[src/rtl/memory_stage.sv]
// memory_stage: pipeline stage after execute. Issues data-cache accesses,
// holds the pipeline while one is outstanding, resolves jr/j/jal/branch
// redirects and registers the MEM/WB bundle for writeback.
module memory_stage #(
    parameter int unsigned DW     = 32,
    parameter int unsigned RW     = 5,
    parameter int unsigned RA_REG = 31
) (
    input  logic          CLK,
    input  logic          nRST,
    input  logic          in_valid,
    input  logic [DW-1:0] alu_out,
    input  logic          z_in,
    input  logic          bne_in,
    input  logic          branch_in,
    input  logic [DW-1:0] branch_addr,
    input  logic [DW-1:0] read_dat1,
    input  logic [DW-1:0] read_dat2,
    input  logic [RW-1:0] write_reg,
    input  logic          jr_flag,
    input  logic          j_jal_flag,
    input  logic          jal_flag,
    input  logic          lui_flag,
    input  logic          memtoreg,
    input  logic          mem_read,
    input  logic          mem_write,
    input  logic          regWEN,
    input  logic          halt,
    input  logic [DW-1:0] j_jal_addr,
    input  logic [DW-1:0] lower_zero,
    input  logic [DW-1:0] pc4,
    input  logic [DW-1:0] instruction,
    input  logic          dhit,
    input  logic [DW-1:0] dmemload,
    output logic          dmemREN,
    output logic          dmemWEN,
    output logic [DW-1:0] dmemaddr,
    output logic [DW-1:0] dmemstore,
    output logic          mem_stall,
    output logic [1:0]    pc_sel,
    output logic [DW-1:0] pc_target,
    output logic          flush,
    output logic [DW-1:0] wb_data,
    output logic [RW-1:0] wb_reg,
    output logic          wb_wen,
    output logic          halt_out,
    output logic [DW-1:0] instruction_out,
    output logic [1:0]    state_dbg        // 0 = IDLE, 1 = ACCESS, 2 = HALTED
);

    typedef enum logic [1:0] {
        IDLE   = 2'd0,
        ACCESS = 2'd1,
        HALTED = 2'd2
    } state_t;

    state_t        state_q;

    // Access context captured when a load/store is accepted, so the
    // outstanding request and its writeback do not depend on the upstream
    // bundle staying put.
    logic [DW-1:0] addr_q;
    logic [DW-1:0] store_q;
    logic          rd_q;
    logic          wr_q;
    logic [RW-1:0] reg_q;
    logic          wen_q;
    logic          m2r_q;
    logic [DW-1:0] instr_q;

    logic [DW-1:0] wb_data_q;
    logic [RW-1:0] wb_reg_q;
    logic          wb_wen_q;
    logic          halt_q;
    logic [DW-1:0] instr_out_q;

    logic          in_access;
    logic          is_mem_op;
    logic          redirect_en;
    logic          branch_taken;
    logic [DW-1:0] wb_mux;
    logic [RW-1:0] wb_reg_mux;

    assign in_access    = (state_q == ACCESS);
    assign is_mem_op    = mem_read | mem_write;
    assign redirect_en  = in_valid & (state_q == IDLE) & ~is_mem_op;
    assign branch_taken = branch_in & (z_in ^ bne_in);

    // Writeback value/destination for a single-cycle (non-memory) instruction.
    always_comb begin
        wb_mux = alu_out;
        if (jal_flag)      wb_mux = pc4;
        else if (lui_flag) wb_mux = lower_zero;
        else if (memtoreg) wb_mux = dmemload;
        wb_reg_mux = jal_flag ? RW'(RA_REG) : write_reg;
    end

    // Redirect resolution: jr > j/jal > taken branch > fall-through.
    always_comb begin
        pc_sel    = 2'd0;
        pc_target = '0;
        if (redirect_en) begin
            pc_target = pc4;
            if (jr_flag) begin
                pc_sel    = 2'd2;
                pc_target = read_dat1;
            end else if (j_jal_flag) begin
                pc_sel    = 2'd3;
                pc_target = j_jal_addr;
            end else if (branch_taken) begin
                pc_sel    = 2'd1;
                pc_target = branch_addr;
            end
        end
    end

    assign flush     = (pc_sel != 2'd0);

    // Requests come only from the captured context while ACCESS is active.
    assign dmemREN   = in_access & rd_q;
    assign dmemWEN   = in_access & wr_q;
    assign dmemaddr  = in_access ? addr_q  : '0;
    assign dmemstore = in_access ? store_q : '0;
    assign mem_stall = in_access & ~dhit;

    assign wb_data         = wb_data_q;
    assign wb_reg          = wb_reg_q;
    assign wb_wen          = wb_wen_q;
    assign halt_out        = halt_q;
    assign instruction_out = instr_out_q;
    assign state_dbg       = state_q;

    // Stage FSM: accepts bundles, runs data accesses, latches MEM/WB.
    always_ff @(posedge CLK or negedge nRST) begin
        if (!nRST) begin
            state_q     <= IDLE;
            addr_q      <= '0;
            store_q     <= '0;
            rd_q        <= 1'b0;
            wr_q        <= 1'b0;
            reg_q       <= '0;
            wen_q       <= 1'b0;
            m2r_q       <= 1'b0;
            instr_q     <= '0;
            wb_data_q   <= '0;
            wb_reg_q    <= '0;
            wb_wen_q    <= 1'b0;
            halt_q      <= 1'b0;
            instr_out_q <= '0;
        end else begin
            case (state_q)
                IDLE: begin
                    if (in_valid && halt) begin
                        halt_q   <= 1'b1;
                        wb_wen_q <= 1'b0;
                        state_q  <= HALTED;
                    end else if (in_valid && is_mem_op) begin
                        addr_q   <= alu_out;
                        store_q  <= read_dat2;
                        rd_q     <= mem_read;
                        wr_q     <= mem_write & ~mem_read;  // read wins if both set
                        reg_q    <= write_reg;
                        wen_q    <= regWEN;
                        m2r_q    <= memtoreg;
                        instr_q  <= instruction;
                        wb_wen_q <= 1'b0;
                        state_q  <= ACCESS;
                    end else if (in_valid) begin
                        wb_data_q   <= wb_mux;
                        wb_reg_q    <= wb_reg_mux;
                        wb_wen_q    <= regWEN;
                        instr_out_q <= instruction;
                    end else begin
                        wb_wen_q <= 1'b0;
                    end
                end
                ACCESS: begin
                    if (dhit) begin
                        wb_data_q   <= m2r_q ? dmemload : addr_q;
                        wb_reg_q    <= reg_q;
                        wb_wen_q    <= wen_q;
                        instr_out_q <= instr_q;
                        state_q     <= IDLE;
                    end else begin
                        wb_wen_q <= 1'b0;
                    end
                end
                HALTED: begin
                    wb_wen_q <= 1'b0;
                    halt_q   <= 1'b1;
                end
                default: begin
                    state_q <= IDLE;
                end
            endcase
        end
    end

endmodule

[config.mk]
export PLATFORM = sky130hd
export DESIGN_NAME = memory_stage
export DESIGN_NICKNAME = d
export VERILOG_FILES = /design/src/rtl/memory_stage.sv
export SDC_FILE = /design/constraint.sdc
export NUM_CORES = 1
export LEC_CHECK = 0
export ABC_AREA = 1
export CAP_MARGIN = 0
export CORE_AREA = 2 2 186 188
export CTS_BUF_LIST = sky130_fd_sc_hd__clkbuf_4
export DETAILED_ROUTE_END_ITERATION = 6
export DIE_AREA = 0 0 188 190
export SETUP_SLACK_MARGIN = 0.5
export SLEW_MARGIN = 20
export SYNTH_ARGS = -nofsm -noshare
export SYNTH_HDL_FRONTEND = slang
export SYNTH_SLANG_ARGS = --single-unit
[constraint.sdc]
create_clock -name CLK -period 1.93 [get_ports CLK]
set_input_delay 0.386 -clock CLK [delete_from_list [all_inputs] [get_ports CLK]]
set_output_delay 0.386 -clock CLK [all_outputs]
set_load 0.01 [all_outputs]
==> results.cfg <==
[placed_design]
io_buffers = 483
routabilityCongestion = 0.960
dp_hpwl_mm = 35.3

[status]
outcome = finished, violations left
violations = setup timing

[route]
vias_per_cell = 4.84
dr_total_vias = 13200
drt-initial-drc-count = 863
ant_nets = 0
wl_mm = 51.1
drc_errors = 0
routedWlPerCell_um = 18.7
firstDrtPassIters = 5

[cells_and_area]
final_cell_mix = 495 x nand2_1, 306 x clkdlybuf4s50_1, 193 x inv_1
area_growth_pct = 77.5
nNetsFinal = 2563
drive_above_1_share_pct = 29.6
final_common_cell = nand2_1

[timing]
setup_viol_count_final = 171
tightest_slew_ns = 0.556
fin_crit_sh_pct = 122
finalWorstSetupSlack_ns = -0.428
skew_ns = 0.0487
fin_setup_tns_ns = -49.53
max_freq_mhz = 424
slew-limit-headroom_pct = 62.9
final_hold_viol_count = 0
hold_ws_ns = 0.301
rsz0062_at_grt = yes
period_needed_ns = 2.36
finalMaxSlewViolations = 0

[clocking]
clock_latency_ns = 0.60
cts-root-buf = clkbuf_4
cts_buffers = 17
cts_sinks = 178
htreeDepth = 4
path_clk_slew_ns = 0.19
clockBufferDepth = 2
cts_tree = built

[logic_synthesis]
seq_area_frac_synth_pct = 40.9
ys_top_cells_by_area = dfrtp_1 41%, nand2_1 19%, inv_1 8.3%
synth_top_area_share_pct = 40.9
synth_fp_nets = 1951
yosys.area.top_type = dfrtp_1
synth_seq_cells = 178
yosys_warnings = 0
syn-cell-area_um2 = 10900
netlist_instances = 1638
synth_area_per_cell_um2 = 6.65
synth_cell_types = 27

[setup_path]
cp_max_fo = 7
end_kind = output port
cp_cell_sequence = inv_2 > buf_6 > ha_4 > buf_12 > buf_12 > buf_8 > nand2_4 > inv_2 > buf_6
cp.buffers_inverters = 7
start_kind = register
path_class = reg2out
slowest_delay_ns = 0.43
cp_data_required_time_ns = 1.54
path_delay_family = buffers and inverters
critPathSlowestCell = dfrtp_1
critPathArrivalTime_ns = 1.97

[die]
std_cell_rows = 68
fp.dieW_um = 188
start_util_pct = 32.1
ioPinCount = 484
dieArea_um2 = 35700
die_y_um = 190
placeableCoreArea_um2 = 33900

[min_path]
hp-class = in2reg

[pwr]
p_leak_uw = 0.0100
fin_total_pwr_uw = 25100
peakVddDrop_mv = 0.544
power.density_nw_per_um2 = 1300

[global_routing]
antenna_found_initial = 10
gr-usage-all-layers_pct = 26.0
grt_max_degree = 59
grt_pass1_wl_mm = 71.9
grt_pass1_vias = 12500
grt.overflow.total = 0

[flow_run]
maxCapViolCount = 0
[timing repair]
action | 4_1_cts | 5_1_grt
hold buffers | 1 | 0
pin swaps | 2 | 7
hold endpoints to repair | 51 | 0
gates cloned | 9 | 25
buffers inserted | 17 | 54
setup endpoints to repair | 351 | 352
resized for setup | 463 | 501
[power by group]
group	leakage [uW]	internal (uW)	total, uW	switching (uW)
clock	0.000163	619	2270	1650
sequential	0.00216	5470	6900	1430
combinational	0.00772	8180	15900	7750
[worst paths after layout]
check | startpoint | slack [ns] | to | cells after the start
max in group asynchronous | nRST | 0.92 | instr_q[2] | 3
worst max-delay path | state_dbg[1] | -0.43 | dmemaddr[16] | 9
worst min register to register | store_q[16] | 0.50 | store_q[16] | 2
worst min-delay path | read_dat2[25] | 0.30 | store_q[25] | 3
min in group asynchronous | nRST | 0.31 | instruction_out[25] | 2
worst max register to register | state_dbg[1] | -0.23 | wb_data[31] | 14
[cells by family after synthesis]
group,after synthesis,synth area share (%)
AO/OA/AOI/OAI,308,16.1
adder cells (fa/ha/maj),4,0.460
buffers and inverters,354,13.4
flip-flops,178,40.9
AND/OR/NAND/NOR,794,29.1
[per-stage QoR]
step / setup slack (ns) / cell area (um2) / cells / util (%)
6_report: -0.428 / 19300 / 2726 / 56.9
3_5_place_dp: -0.634 / 17200 / 2580 / 50.8
5_1_grt: -0.564 / 19300 / 2726 / 56.9
2_1_floorplan: 0.269 / 11300 / 1638 / -
4_1_cts: -0.540 / 17800 / 2639 / 52.5
3_3_place_gp: -0.661 / 17200 / 2580 / 50.8
[worst min-delay path, cell delays in order]
cell and delay [ns]:
clkdlybuf4s50_1 0.39, nand2_1 0.06, nand2_1 0.04
[cell usage after synthesis (all sizes together)]
master	n
a211oi	1
a21oi	130
a22oi	32
a31oi	2
buf	57
clkbuf	54
dfrtp	178
ha	4
inv	243
nand2	556
nand3	67
nand4	34
nor2	136
o21a	1
o21ai	137
o22ai	5
or2	1
[metal layers]
layer	vias to the layer above	track usage, %	part of all wire [%]
met2	561	41.1	46
met4	4	8.21	3.1
met1	6200	35.1	43
li1	6346	-	-
met5	-	0	0.037
met3	85	6.14	8.2
[area by class of cell]
cell class | instances | area [um2]
Clock buffer | 17 | 128
Multi-Input combinational cell | 1106 | 5650
Clock inverter | 15 | 179
Timing Repair inverter | 1 | 16.3
Inverter | 243 | 928
Tap cell | 455 | 569
Sequential cell | 178 | 4460
Antenna cell | 8 | 20.0
Timing Repair Buffer | 703 | 7380
Fill cell | 3134 | 14600
Power figures use the tool's default switching activity.
